--- config.mk ---
export PLATFORM = sky130hd
export DESIGN_NAME = clkmon
export DESIGN_NICKNAME = d
export VERILOG_FILES = /design/src/rtl/clkmon_sync_edge.sv /design/src/rtl/clkmon.sv
export SDC_FILE = /design/constraint.sdc
export NUM_CORES = 1
export LEC_CHECK = 0
export ABC_CLOCK_PERIOD_IN_PS = 4600
export BUFFER_PORTS_ARGS = -buffer_cell sky130_fd_sc_hd__buf_4
export CAP_MARGIN = 20
export CORE_UTILIZATION = 60
export DETAILED_ROUTE_END_ITERATION = 8
export GPL_TIMING_DRIVEN = 1
export PLACE_DENSITY = 0.81
export SYNTH_ARGS = -nofsm -noshare
export SYNTH_HDL_FRONTEND = slang
export SYNTH_SLANG_ARGS = --single-unit
--- constraint.sdc ---
create_clock -name i_clk -period 4.6 [get_ports i_clk]
set_clock_uncertainty 0.15 [all_clocks]
set_input_delay 0.92 -clock i_clk [delete_from_list [all_inputs] [get_ports i_clk]]
set_output_delay 0.92 -clock i_clk [all_outputs]
set_load 0.1 [all_outputs]
--- src/rtl/clkmon_sync_edge.sv ---
// Two-flop synchroniser plus a third flop for rising-edge detect on an asynchronous input.
// o_rise is a one-cycle pulse in the i_clk domain for each rising edge of i_async.
module sync_edge (
    input  logic i_clk,
    input  logic i_rst,
    input  logic i_async,
    output logic o_rise
);

    logic r_s1_p0;
    logic r_s2_p1;
    logic r_s3_p2;

    always_ff @(posedge i_clk) begin
        if (i_rst) begin
            r_s1_p0 <= 1'b0;
            r_s2_p1 <= 1'b0;
            r_s3_p2 <= 1'b0;
        end else begin
            r_s1_p0 <= i_async;
            r_s2_p1 <= r_s1_p0;
            r_s3_p2 <= r_s2_p1;
        end
    end

    assign o_rise = r_s2_p1 & ~r_s3_p2;

endmodule

--- src/rtl/clkmon.sv ---
// Measures the period of a slow clock in i_clk cycles, tracks lock against c_div,
// and flags loss of lock and a stalled input.
module clkmon #(
    parameter  int c_div      = 4,
    parameter  int c_tol      = 1,
    parameter  int c_lock_cnt = 4,
    localparam int W          = $clog2(2 * c_div + 1)
) (
    input  logic         i_clk,
    input  logic         i_rst,
    input  logic         i_sclk,
    output logic [W-1:0] o_period,
    output logic         o_period_valid,
    output logic         o_locked,
    output logic         o_err,
    output logic         o_stall
);

    localparam int c_max = 2 * c_div;
    localparam int GW    = $clog2(c_lock_cnt + 1);
    localparam logic [GW-1:0] LOCK_G = GW'(c_lock_cnt);

    typedef enum logic [1:0] {
        ST_IDLE   = 2'd0,
        ST_ACQ    = 2'd1,
        ST_LOCKED = 2'd2
    } state_t;

    state_t          r_state, state_nxt;
    logic [W-1:0]    r_count, count_nxt, m;
    logic [GW-1:0]   r_good, good_nxt;
    logic            e, sat;
    logic [W-1:0]    period_nxt;
    logic            valid_nxt, locked_nxt, err_nxt, stall_nxt;

    function automatic logic is_good(input logic [W-1:0] p);
        int d;
        d = int'(p) - c_div;
        return (d <= c_tol) && (d >= -c_tol);
    endfunction

    sync_edge u_sync (
        .i_clk  (i_clk),
        .i_rst  (i_rst),
        .i_async(i_sclk),
        .o_rise (e)
    );

    assign m   = r_count + W'(1);
    // Saturation is the cycle the counter would step onto c_max; an edge in that cycle wins.
    assign sat = !e && (r_count == W'(c_max - 1));

    always_ff @(posedge i_clk) begin
        if (i_rst) begin
            r_state        <= ST_IDLE;
            r_count        <= '0;
            r_good         <= '0;
            o_period       <= '0;
            o_period_valid <= 1'b0;
            o_locked       <= 1'b0;
            o_err          <= 1'b0;
            o_stall        <= 1'b0;
        end else begin
            r_state        <= state_nxt;
            r_count        <= count_nxt;
            r_good         <= good_nxt;
            o_period       <= period_nxt;
            o_period_valid <= valid_nxt;
            o_locked       <= locked_nxt;
            o_err          <= err_nxt;
            o_stall        <= stall_nxt;
        end
    end

    always_comb begin
        state_nxt = r_state;
        good_nxt  = r_good;
        count_nxt = r_count;
        if (e) begin
            count_nxt = '0;
            case (r_state)
                ST_IDLE: begin
                    state_nxt = ST_ACQ;
                    good_nxt  = '0;
                end
                ST_ACQ: begin
                    if (is_good(m)) begin
                        good_nxt = r_good + GW'(1);
                        if (r_good + GW'(1) == LOCK_G) state_nxt = ST_LOCKED;
                    end else begin
                        good_nxt = '0;
                    end
                end
                ST_LOCKED: begin
                    if (!is_good(m)) begin
                        state_nxt = ST_ACQ;
                        good_nxt  = '0;
                    end
                end
                default: begin
                    state_nxt = ST_IDLE;
                    good_nxt  = '0;
                end
            endcase
        end else begin
            if (r_count != W'(c_max)) count_nxt = r_count + W'(1);
            if (sat) begin
                state_nxt = ST_IDLE;
                good_nxt  = '0;
            end
        end
    end

    always_comb begin
        period_nxt = o_period;
        valid_nxt  = 1'b0;
        stall_nxt  = o_stall;
        locked_nxt = (state_nxt == ST_LOCKED);
        err_nxt    = (r_state == ST_LOCKED) && (state_nxt != ST_LOCKED);
        if (e) begin
            stall_nxt = 1'b0;
            if (r_state != ST_IDLE) begin
                period_nxt = m;
                valid_nxt  = 1'b1;
            end
        end else if (sat) begin
            stall_nxt = 1'b1;
        end
    end

endmodule
# ---- Word level (Yosys, flattened, before mapping)
# Index checks and enable logic that the tools add are counted.
dict set report word_totals {
  register_bits 20
  inputBits 3
  out_inout_bits 8
}
dict set report op_classes {
  n_addsub 3
  magnitude_cmp 2
  eq_ne 8
  muxes 12
  n_bitwise 3
  reduce_logical 11
}
# cell count
set ops {}
lappend ops {{$mux 3} 4}
lappend ops {{$mux 2} 5}
lappend ops {{$pmux 2 s3} 1}
lappend ops {{$pmux 3 s2} 1}
lappend ops {{$ge 5x1->1 const B} 1}
lappend ops {{$le 5x2->1 const B} 1}
lappend ops {{$sub 4x3->5 const B} 1}
lappend ops {{$add 4x1->4 const B} 1}
lappend ops {{$eq 2x2->1 const B} 2}
lappend ops {{$eq 4x3->1 const B} 1}
lappend ops {{$ne 4x4->1 const B} 1}
lappend ops {{$reduce_and 2->1} 2}
lappend ops {{$reduce_bool 2->1} 2}
lappend ops {{$reduce_or 2->1} 2}
lappend ops {{$add 3x1->3 const B} 1}
lappend ops {{$eq 3x3->1 const B} 1}
lappend ops {{$logic_and 1x1->1} 3}
lappend ops {{$ne 3x3->1 const B} 1}
lappend ops {{$eq 2x1->1 const B} 1}
lappend ops {{$logic_not 2->1} 1}
lappend ops {{$ne 2x2->1 const B} 1}
lappend ops {{$not 1->1} 2}
lappend ops {{$and 1x1->1} 1}
lappend ops {{$logic_not 1->1} 1}
lappend ops {{$mux 1} 1}

# ---- Logic depth before layout (Yosys ltp)
# Gate-level depths: netlist of the first run.
dict set report depth {
  ltp_word 9
  mapped_depth 11
  ltp_nobuf 11
}

# ---- By module
# From an unflattened synthesis of the first run, not the netlist that was laid out.
dict set report unflattened {
  hier_cells 112
  hier_area_um2 1036.0
}
# module instances cells_per_inst area_per_inst_um2 seq_area_each_um2
set modules_own_cells {}
lappend modules_own_cells {clkmon 1 105 948.4 340.3}
lappend modules_own_cells {sync_edge 1 7 87.6 60.1}

# ---- Worst setup path after synthesis of the first run
# OpenSTA, ideal clock, no wires.
dict set report synth_path {
  path_kind {reg2reg}
  start {register r_count[0]}
  end {register r_state[1]}
  setup_time_ns 0.127
  t_arrival_ns 2.782
  required_ns 4.323
  path_slack_ns 1.541
  path_stages_with_launch 11
  n_path_buf 0
  cell_sequence {dfxtp_1 -> ha_1 -> xnor2_1 -> ha_1 -> and2_1 -> ha_1 -> a21boi_0 -> o211a_1 -> o311a_4 -> and3_4 -> or3_1}
}
dict set report synth_via {
  elab_chain_cells 7
  word_cells_on_any_way 12
  classes_between {add/sub (2); order compare (2); eq/ne (1); mux (5); reduce/logical (2)}
}
# element line
set synth_lines {}
lappend synth_lines {{start, declared} clkmon.sv:30} ;# logic [W-1:0] r_count, count_nxt, m;
lappend synth_lines {{start signal, assigned} clkmon.sv:65} ;# r_count <= count_nxt;
lappend synth_lines {{$add 4x1->4} clkmon.sv:49} ;# assign m = r_count + W'(1);
lappend synth_lines {{$sub 4x3->5} clkmon.sv:38} ;# d = int'(p) - c_div;
lappend synth_lines {{$le 5x2->1 / $ge 5x1->1 (equally long branches)} clkmon.sv:39} ;# return (d <= c_tol) && (d >= -c_tol);
lappend synth_lines {{$logic_and 1x1->1} clkmon.sv:39}
lappend synth_lines {{$mux 2, on equally long branches} {clkmon.sv:95, clkmon.sv:87}}
lappend synth_lines {{$pmux 2 s3} clkmon.sv:81} ;# case (r_state)
lappend synth_lines {{$mux 2 *} clkmon.sv:79} ;# if (e) begin
lappend synth_lines {{end signal, assigned} clkmon.sv:64} ;# r_state <= state_nxt;
lappend synth_lines {{end, declared} clkmon.sv:29} ;# state_t r_state, state_nxt;
# Every way passes the cells marked *; elsewhere a longest branch is shown, timed or not.
# A chain may end at the register's enable or synchronous reset.

# ---- Final worst setup path of the first run
dict set report layout_path {
  start {register r_count[0]}
  end {register o_locked}
}
dict set report layout_via {
  elab_chain_cells 8
  word_cells_on_any_way 13
  classes_between {add/sub (2); order compare (2); eq/ne (2); mux (5); reduce/logical (2)}
}
# element line
set layout_lines {}
lappend layout_lines {{$add 4x1->4} clkmon.sv:49}
lappend layout_lines {{$sub 4x3->5} clkmon.sv:38}
lappend layout_lines {{$le 5x2->1 / $ge 5x1->1 (equally long branches)} clkmon.sv:39}
lappend layout_lines {{$logic_and 1x1->1} clkmon.sv:39}
lappend layout_lines {{$mux 2, on equally long branches} {clkmon.sv:95, clkmon.sv:87}}
lappend layout_lines {{$pmux 2 s3} clkmon.sv:81}
lappend layout_lines {{$mux 2 *} clkmon.sv:79}
lappend layout_lines {{$eq 2x2->1 *} clkmon.sv:118} ;# locked_nxt = (state_nxt == ST_LOCKED);
lappend layout_lines {{end signal, assigned} clkmon.sv:69} ;# o_locked <= locked_nxt;
lappend layout_lines {{end, declared} clkmon.sv:14} ;# output logic o_locked,
# Marked as above.

==> results of run 1 <==
-- final timing paths --
| check | to |
|---|---|
| worst max-delay path | o_locked$_SDFF_PP0_ |
| worst min-delay path | u_sync.r_s2_p1$_SDFF_PP0_ |
| worst max register to register | o_locked$_SDFF_PP0_ |
| worst min register to register | u_sync.r_s2_p1$_SDFF_PP0_ |
-- routing by layer --
metal	GRT usage	part of all wire	vias up
met5	0	0	-
met4	0.0938	0.0097	0
met3	0.0375	0.037	2
met2	0.364	0.44	23
met1	0.325	0.51	385
li1	-	-	429
-- through the flow --
step                      worst slack (ns)  utilization  cells
after detailed placement              1.21        0.722    139
final                                 1.12        0.737    142
after floorplan                       1.54            -    114
after global routing                 0.900        0.737    142
after CTS                             1.19        0.737    142
after global placement                1.34        0.722    139
-- flip-flops by register name, indices dropped and copies added, names as in the netlist --
register,cells
u_sync.r_s2_p1,1
o_locked,1
o_period_valid,1
r_count,4
o_err,1
u_sync.r_s1_p0,1
o_stall,1
r_good,3
o_period,4
u_sync.r_s3_p2,1
r_state,2
-- logic make-up after synthesis --
| kind of cell | after synthesis | share of synthesized area |
|---|---|---|
| mux | 2 | 0.0191 |
| flops | 20 | 0.382 |
| compound gates | 23 | 0.183 |
| simple gates | 49 | 0.258 |
| xor+xnor | 4 | 0.0335 |
| buf+inv | 8 | 0.0287 |
| fa+ha+maj | 8 | 0.0956 |
-- critical path, cell delays in order (launching register included) --
cell and delay, ns:
dfxtp_1 0.36, ha_1 0.27, xnor2_1 0.53, ha_1 0.30, and2_1 0.14, ha_1 0.23, a21boi_0 0.15, a211oi_1 0.40
o31ai_1 0.18, o32ai_1 0.50, o31a_1 0.21
-- area by class of cell --
type / instances / area (µm²)
Timing Repair Buffer: 10 / 75.1
Inverter: 7 / 26.3
Multi-Input combinational cell: 86 / 617
Fill cell: 120 / 415
Clock buffer: 3 / 22.5
Sequential cell: 20 / 400
Tap cell: 16 / 20.0
-- report_power, final --
group | switching, mW | leakage, nW | internal [mW]
clock | 0.0459 | 0.0138 | 0.0304
sequential | 0.00411 | 0.162 | 0.177
combinational | 0.0347 | 0.295 | 0.0222
-- cells in the final DEF, fill, tap and decap left out --
cell type	n
o32ai_1	2
and3_4	1
o31ai_1	2
nor3b_1	1
buf_4	10
a21oi_1	3
nand3_1	2
clkbuf_4	3
and3b_1	3
o311a_4	1
o21ai_0	2
mux2i_1	2
or4b_4	1
nor2_1	16
o211a_1	1
o22ai_1	1
nand2b_1	4
xnor2_1	2
dfxtp_1	20
nor2b_1	6
a31oi_1	1
a41oi_1	1
and2_1	3
nand2_1	5
a211oi_1	4
nor4_1	1
o31a_1	2
or2b_1	1
a2111o_1	1
nor3_1	3
xor2_1	2
inv_1	7
a2111oi_2	1
or2_2	1
or3_1	1
a21boi_0	1
ha_1	8
==> results.cfg, run 1 <==
[pwr]
p_leak_nw = 0.471
total_power_mw = 0.315
vdd_ir_drop_max_mv = 0.190
p_per_area_mw_per_mm2 = 271

[cts]
hold_buffers = 0
h-tree-depth = 1
cts_tree = built
clock-sinks = 20
cts.repair.resized = 0
cts_made_buffers = 3
clk_pin_slew_ns = 0.10
clockBufferDepth = 2
cts_setup_buffers = 0
clk_latency_ns = 0.28
root_buffer = clkbuf_4

[logic_synthesis]
yosysTopAreaCell = dfxtp_1
yosys_warnings = 0
synth_edf_count = 0
synthTopCellsByArea = dfxtp_1 (38%), ha_1 (9.6%), nor2_1 (5.7%)
async_flop_share = 0
ys.flop_type = dfxtp_1
synth_area_per_cell_um2 = 9.19
syn-cell-area_mm2 = 0.00105
netlist_instances = 114
yosys.area.top_type_share = 0.382
synth.distinct_cells = 36
yosysMostFrequentCell = dfxtp_1
synthesis.nets = 125
ys_seq_area_frac = 0.382
ys_ff_latch = 20
netlist_top_cells_count = dfxtp_1 (20), nor2_1 (16), ha_1 (8), inv_1 (7), nor2b_1 (6)

[min_path]
hp-class = reg2reg
hold_path_depth = 1
hold_start = u_sync.r_s1_p0$_SDFF_PP0_

[floorplan]
dieArea_mm2 = 0.00192
die_w_um = 43.8
start_util = 0.664
die_y_um = 43.8
io_pins = 11
core_area_mm2 = 0.00158
rows = 14

[sta]
tns_ns = 0
worst_slew_pin_slew_ns = 0.635
rsz0062_at_grt = no
period_share = 0.757
layout_min_cycle_time_ns = 3.48
slew_violations = 0
relSlewSlack = 0.573
max_freq_mhz = 287
hold_viol_final = 0
holdWs_ns = 0.314
setup-violations-final = 0

[global_routing]
track_usage = 0.235
grt_pass1_wl_um = 3280
grt_pass1_vias = 775
grt.overflow.total = 0
antenna_found_initial = 0
grt_max_degree = 15

[route]
ant_nets = 0
wl_per_cell_um = 13.8
drt_iter0_markers = 14
via_per_inst = 5.91
firstDrtPassIters = 4
drc_errors = 0
routed_wl_um = 1960
num_vias = 839

[critical_path]
start_kind = flop
r2r_setup_slack_ns = 1.12
endpoint_kind = flop
arrival_ns = 3.57
reg2reg_from = r_count[0]$_SDFFE_PP0P_
r2r_cells = 10
required_ns = 4.69
worst-path-max-fanout = 8
path_class = reg2reg
startpoint = r_count[0]$_SDFFE_PP0P_

[placement]
port-buffer-count = 10
placed_area_mm2 = 0.00114
routabilityCongestion = 0.815
dp_hpwl_um = 1520

[job]
maxCapViolations = 0

[outcome]
status = finished clean

[layout]
antenna_cells = 0
syn2layout_area_growth_pct = 10.9
layout-drive-gt1-share = 0.143
final_area_mm2 = 0.00116
num-nets-final = 139
Note: power is estimated with default switching activity, not from simulation.
==> run 2: changes to the inputs <==
--- a/config.mk
+++ b/config.mk
@@ -5,13 +5,14 @@
 export SDC_FILE = /design/constraint.sdc
 export NUM_CORES = 1
 export LEC_CHECK = 0
-export ABC_CLOCK_PERIOD_IN_PS = 4600
+export ABC_CLOCK_PERIOD_IN_PS = 3380
 export BUFFER_PORTS_ARGS = -buffer_cell sky130_fd_sc_hd__buf_4
 export CAP_MARGIN = 20
-export CORE_UTILIZATION = 60
+export CORE_ASPECT_RATIO = 0.7
+export CORE_UTILIZATION = 56
 export DETAILED_ROUTE_END_ITERATION = 8
 export GPL_TIMING_DRIVEN = 1
-export PLACE_DENSITY = 0.81
+export PLACE_DENSITY = 0.76
 export SYNTH_ARGS = -nofsm -noshare
 export SYNTH_HDL_FRONTEND = slang
 export SYNTH_SLANG_ARGS = --single-unit
==> constraint.sdc (replaced) <==
create_clock -name i_clk -period 3.38 [get_ports i_clk]
set_clock_uncertainty 0.15 [all_clocks]
set_input_delay 0.676 -clock i_clk [delete_from_list [all_inputs] [get_ports i_clk]]
set_output_delay 0.676 -clock i_clk [all_outputs]
set_load 0.1 [all_outputs]
==> run 2 against run 1 <==
  * Hold slack lost 0.0017 ns
  * Cell area is 4.4% higher
  * Combinational power is 46% higher
  * Cell count grew 5.6%
  * Die area grew 6.9%
  * Setup slack worse by 0.93 ns
  * Sequential power up 37%
  * Power is 66% higher
  * Sequential cell count unchanged
  * Routed wire length increased by 13%
  * Largest power group unchanged
  * Highest routed layer unchanged
==> results.cfg, run 2 (synthesis gave the netlist of run 1 again) <==
[floorplan]
start_util = 0.628
die_w_um = 53.7
dieArea_mm2 = 0.00205
core_area_mm2 = 0.00167
io_pins = 11
die_y_um = 38.2
rows = 12

[global_routing]
track_usage = 0.275
grt_pass1_wl_um = 3840
antenna_found_initial = 0
grt_max_degree = 15
grt_pass1_vias = 819
grt.overflow.total = 0

[cts]
cts.repair.resized = 0
cts_setup_buffers = 0
clk_pin_slew_ns = 0.11
root_buffer = clkbuf_4
h-tree-depth = 1
clk_latency_ns = 0.30
hold_buffers = 0
cts_tree = built
clock-sinks = 20
cts_made_buffers = 3
clockBufferDepth = 2

[layout]
layout-drive-gt1-share = 0.163
final_cells = 150
most-common-layout-cells = dfxtp_1 (20), nor2_1 (16), buf_4 (12)
num-nets-final = 141
final_common_cell = dfxtp_1
syn2layout_area_growth_pct = 15.8
final_area_mm2 = 0.00121
antenna_cells = 0
fin_util = 0.727
reg_top3 = o_period x4, r_count x4, r_good x3

[sta]
period_share = 0.943
setup-violations-final = 0
max_freq_mhz = 314
worst_slew_pin_slew_ns = 0.489
layout_min_cycle_time_ns = 3.19
tns_ns = 0
relSlewSlack = 0.673
hold_viol_final = 0
layout_setup_ws_ns = 0.191
slew_violations = 0
rsz0062_at_grt = no
holdWs_ns = 0.312

[min_path]
hold_path_depth = 1
hp-class = reg2reg
hold_start = u_sync.r_s1_p0$_SDFF_PP0_
min_to = u_sync.r_s2_p1$_SDFF_PP0_

[critical_path]
required_ns = 3.43
arrival_ns = 3.24
r2r_setup_slack_ns = 0.19
path_class = reg2reg
r2r-end = r_state[1]$_SDFF_PP0_
endpoint_kind = flop
r2r_cells = 11
start_kind = flop
reg2reg_from = r_count[0]$_SDFFE_PP0P_
worst-path-max-fanout = 6

[route]
num_vias = 886
routed_wl_um = 2210
wl_per_cell_um = 14.7
drc_errors = 0
firstDrtPassIters = 4
drt_iter0_markers = 40
via_per_inst = 5.91
ant_nets = 0

[job]
maxCapViolations = 0

[placement]
placed_area_mm2 = 0.00116
dp_hpwl_um = 1630
routabilityCongestion = 0.907
dpl.cell_count = 146
dp_slack_ns = 0.237
port-buffer-count = 10

[pwr]
p_leak_nw = 0.494
vdd_ir_drop_max_mv = 0.378
total_power_mw = 0.524
p_per_area_mw_per_mm2 = 432

[outcome]
status = finished clean
==> run 2: worst max-delay path by stage <==
stage | slack (ns) | cells past startpoint | to | startpoint
2_1_floorplan | 0.32 | 10 | r_state[1]$_SDFF_PP0_ | r_count[0]$_SDFFE_PP0P_
3_3_place_gp | 0.29 | 10 | r_state[1]$_SDFF_PP0_ | r_count[0]$_SDFFE_PP0P_
3_5_place_dp | 0.24 | 11 | r_state[1]$_SDFF_PP0_ | r_count[0]$_SDFFE_PP0P_
4_1_cts | 0.20 | 11 | r_state[1]$_SDFF_PP0_ | r_count[0]$_SDFFE_PP0P_
5_1_grt | 0.03 | 10 | o_locked$_SDFF_PP0_ | r_count[0]$_SDFFE_PP0P_
6_report | 0.19 | 11 | r_state[1]$_SDFF_PP0_ | r_count[0]$_SDFFE_PP0P_
==> run 2: per-layer routing <==
metal / track usage / vias up / routed length, µm
met1: 0.384 / 391 / 1070
met2: 0.370 / 45 / 876
met5: 0 / - / 0
met3: 0.103 / 8 / 217
met4: 0.112 / 0 / 43
li1: - / 442 / -
==> run 2: area by class of cell <==
class                      count  area, µm²
sequential                    20        400
fill                         126        454
tap                           21       26.3
multi-input combinational     86        617
inverter                       7       26.3
timing repair buffer          12       90.1
clock inverter                 1       30.0
clock buffer                   3       22.5
==> run 2: report_power, final <==
| group | switching [mW] | leakage, nW | internal (mW) |
|---|---|---|---|
| registers | 0.00625 | 0.162 | 0.241 |
| clock network | 0.0733 | 0.0279 | 0.120 |
| logic | 0.0499 | 0.303 | 0.0330 |
==> run 2: worst max-delay path, cell delays in order, from the launching register on <==
cell      delay, ns
dfxtp_1        0.44
and2_1         0.18
nand2_1        0.08
xor2_1         0.29
ha_1           0.26
and2_1         0.14
ha_1           0.23
a21boi_0       0.15
o211a_1        0.27
o311a_4        0.34
and3_4         0.19
or3_1          0.35
==> run 3: changes to the inputs <==
--- a/config.mk
+++ b/config.mk
@@ -11,8 +11,9 @@
 export CORE_ASPECT_RATIO = 0.7
 export CORE_UTILIZATION = 56
 export DETAILED_ROUTE_END_ITERATION = 8
+export GPL_ROUTABILITY_DRIVEN = 0
 export GPL_TIMING_DRIVEN = 1
-export PLACE_DENSITY = 0.76
+export PLACE_DENSITY = 0.85
 export SYNTH_ARGS = -nofsm -noshare
 export SYNTH_HDL_FRONTEND = slang
 export SYNTH_SLANG_ARGS = --single-unit
==> run 3 against run 2 <==
  * Die area unchanged
  * Setup slack better by 0.063 ns
  * Utilization rose by 0.45 points
  * Via count up 1.1%
  * Sequential cell count unchanged
  * Register-to-register slack gained 0.06 ns
  * Hold slack better by 0.00067 ns
  * Clock power up 3%
==> results.cfg, run 3 (synthesis gave the netlist of run 1 again) <==
[outcome]
status = finished clean

[cts]
clock-sinks = 20
cts_setup_buffers = 0
h-tree-depth = 1
cts_made_buffers = 3
hold_buffers = 0
root_buffer = clkbuf_4
clk_latency_ns = 0.31
cts_tree = built
clockBufferDepth = 2
cts.repair.resized = 0
clk_pin_slew_ns = 0.12

[sta]
holdWs_ns = 0.313
relSlewSlack = 0.602
layout_setup_ws_ns = 0.254
max_freq_mhz = 320
hold_viol_final = 0
layout_min_cycle_time_ns = 3.13
rsz0062_at_grt = no
setup-violations-final = 0
slew_violations = 0
worst_slew_pin_slew_ns = 0.596
period_share = 0.925
tns_ns = 0

[pwr]
p_leak_nw = 0.492
p_per_area_mw_per_mm2 = 434
total_power_mw = 0.529
vdd_ir_drop_max_mv = 0.346

[min_path]
hold_start = u_sync.r_s1_p0$_SDFF_PP0_
hold_path_depth = 1
hp-class = reg2reg

[critical_path]
crit_slowest_cell = dfxtp_1
required_ns = 3.44
r2r_cells = 11
arrival_ns = 3.18
crit_family = simple AND/OR/NAND/NOR gates
endpoint_kind = flop
path_class = reg2reg
slowest_delay_ns = 0.44
start_kind = flop
worst-path-max-fanout = 6
path_buf_inv = 0
crit_chain = and2_1 > nand2_1 > xor2_2 > ha_1 > and2_1 > ha_1 > a21boi_0 > a211oi_1 > o311a_4 > and3_4 > or3_1
cp.depth = 11
reg2reg_from = r_count[0]$_SDFFE_PP0P_
startpoint = r_count[0]$_SDFFE_PP0P_

[layout]
multi_input_area_um2 = 632
final_common_cell = dfxtp_1
layout-drive-gt1-share = 0.172
reg_top3 = o_period x4, r_count x4, r_good x3
syn2layout_area_growth_pct = 16.5
final_cells = 149
final_area_mm2 = 0.00122
fin_util = 0.732
antenna_cells = 0
nFillCells = 108
regArea_um2 = 400
most-common-layout-cells = dfxtp_1 (20), nor2_1 (16), buf_4 (11)
num-nets-final = 140

[floorplan]
core_area_mm2 = 0.00167
rows = 12
io_pins = 11
start_util = 0.628
die_y_um = 38.2
die_w_um = 53.7
dieArea_mm2 = 0.00205

[placement]
dp_hpwl_um = 1560
port-buffer-count = 10
dpl.cell_count = 145
placed_area_mm2 = 0.00115
dp_slack_ns = 0.223

[route]
drt_iter0_markers = 21
firstDrtPassIters = 4
drc_errors = 0
ant_nets = 0
wl_per_cell_um = 14.5
num_vias = 896
routed_wl_um = 2160
via_per_inst = 6.01

[global_routing]
grt_max_degree = 15
track_usage = 0.256
grt_pass1_vias = 780
antenna_found_initial = 0
grt_pass1_wl_um = 3570
grt.overflow.total = 0

[job]
maxCapViolations = 0
## run 3: worst paths after layout
check,slack (ns),to
setup / recovery,0.25,r_state[1]$_SDFF_PP0_
setup reg to reg,0.25,r_state[1]$_SDFF_PP0_
hold reg to reg,0.31,u_sync.r_s2_p1$_SDFF_PP0_
hold / removal,0.31,u_sync.r_s2_p1$_SDFF_PP0_
## run 3: cell type report
class	count	share of cell area
Sequential cell	20	0.328
Tap cell	21	0.0215
Multi-Input combinational cell	86	0.518
Timing Repair Buffer	11	0.0677
Clock inverter	1	0.0246
Clock buffer	3	0.0185
Inverter	7	0.0215
## run 3: worst reg2reg max path, stage by stage, from the launching register on
cell and delay (ns):
dfxtp_1 0.44, and2_1 0.18, nand2_1 0.09, xor2_2 0.19, ha_1 0.23, and2_1 0.16
ha_1 0.30, a21boi_0 0.25, a211oi_1 0.12, o311a_4 0.39, and3_4 0.19, or3_1 0.35
## run 3: routing by layer
metal,routed length (µm),vias to the layer above,GRT usage,share of wire
met5,0,-,0,0
met4,29,0,0.0987,0.013
met3,145,6,0.0754,0.067
met2,938,38,0.358,0.43
met1,1050,414,0.363,0.48
li1,-,438,-,-
## run 3: power by group
| group | internal (mW) | leakage [nW] | switching [mW] |
|---|---|---|---|
| logic | 0.0323 | 0.302 | 0.0514 |
| clock network | 0.120 | 0.0279 | 0.0782 |
| registers | 0.241 | 0.162 | 0.00586 |
| total | 0.394 | 0.492 | 0.136 |
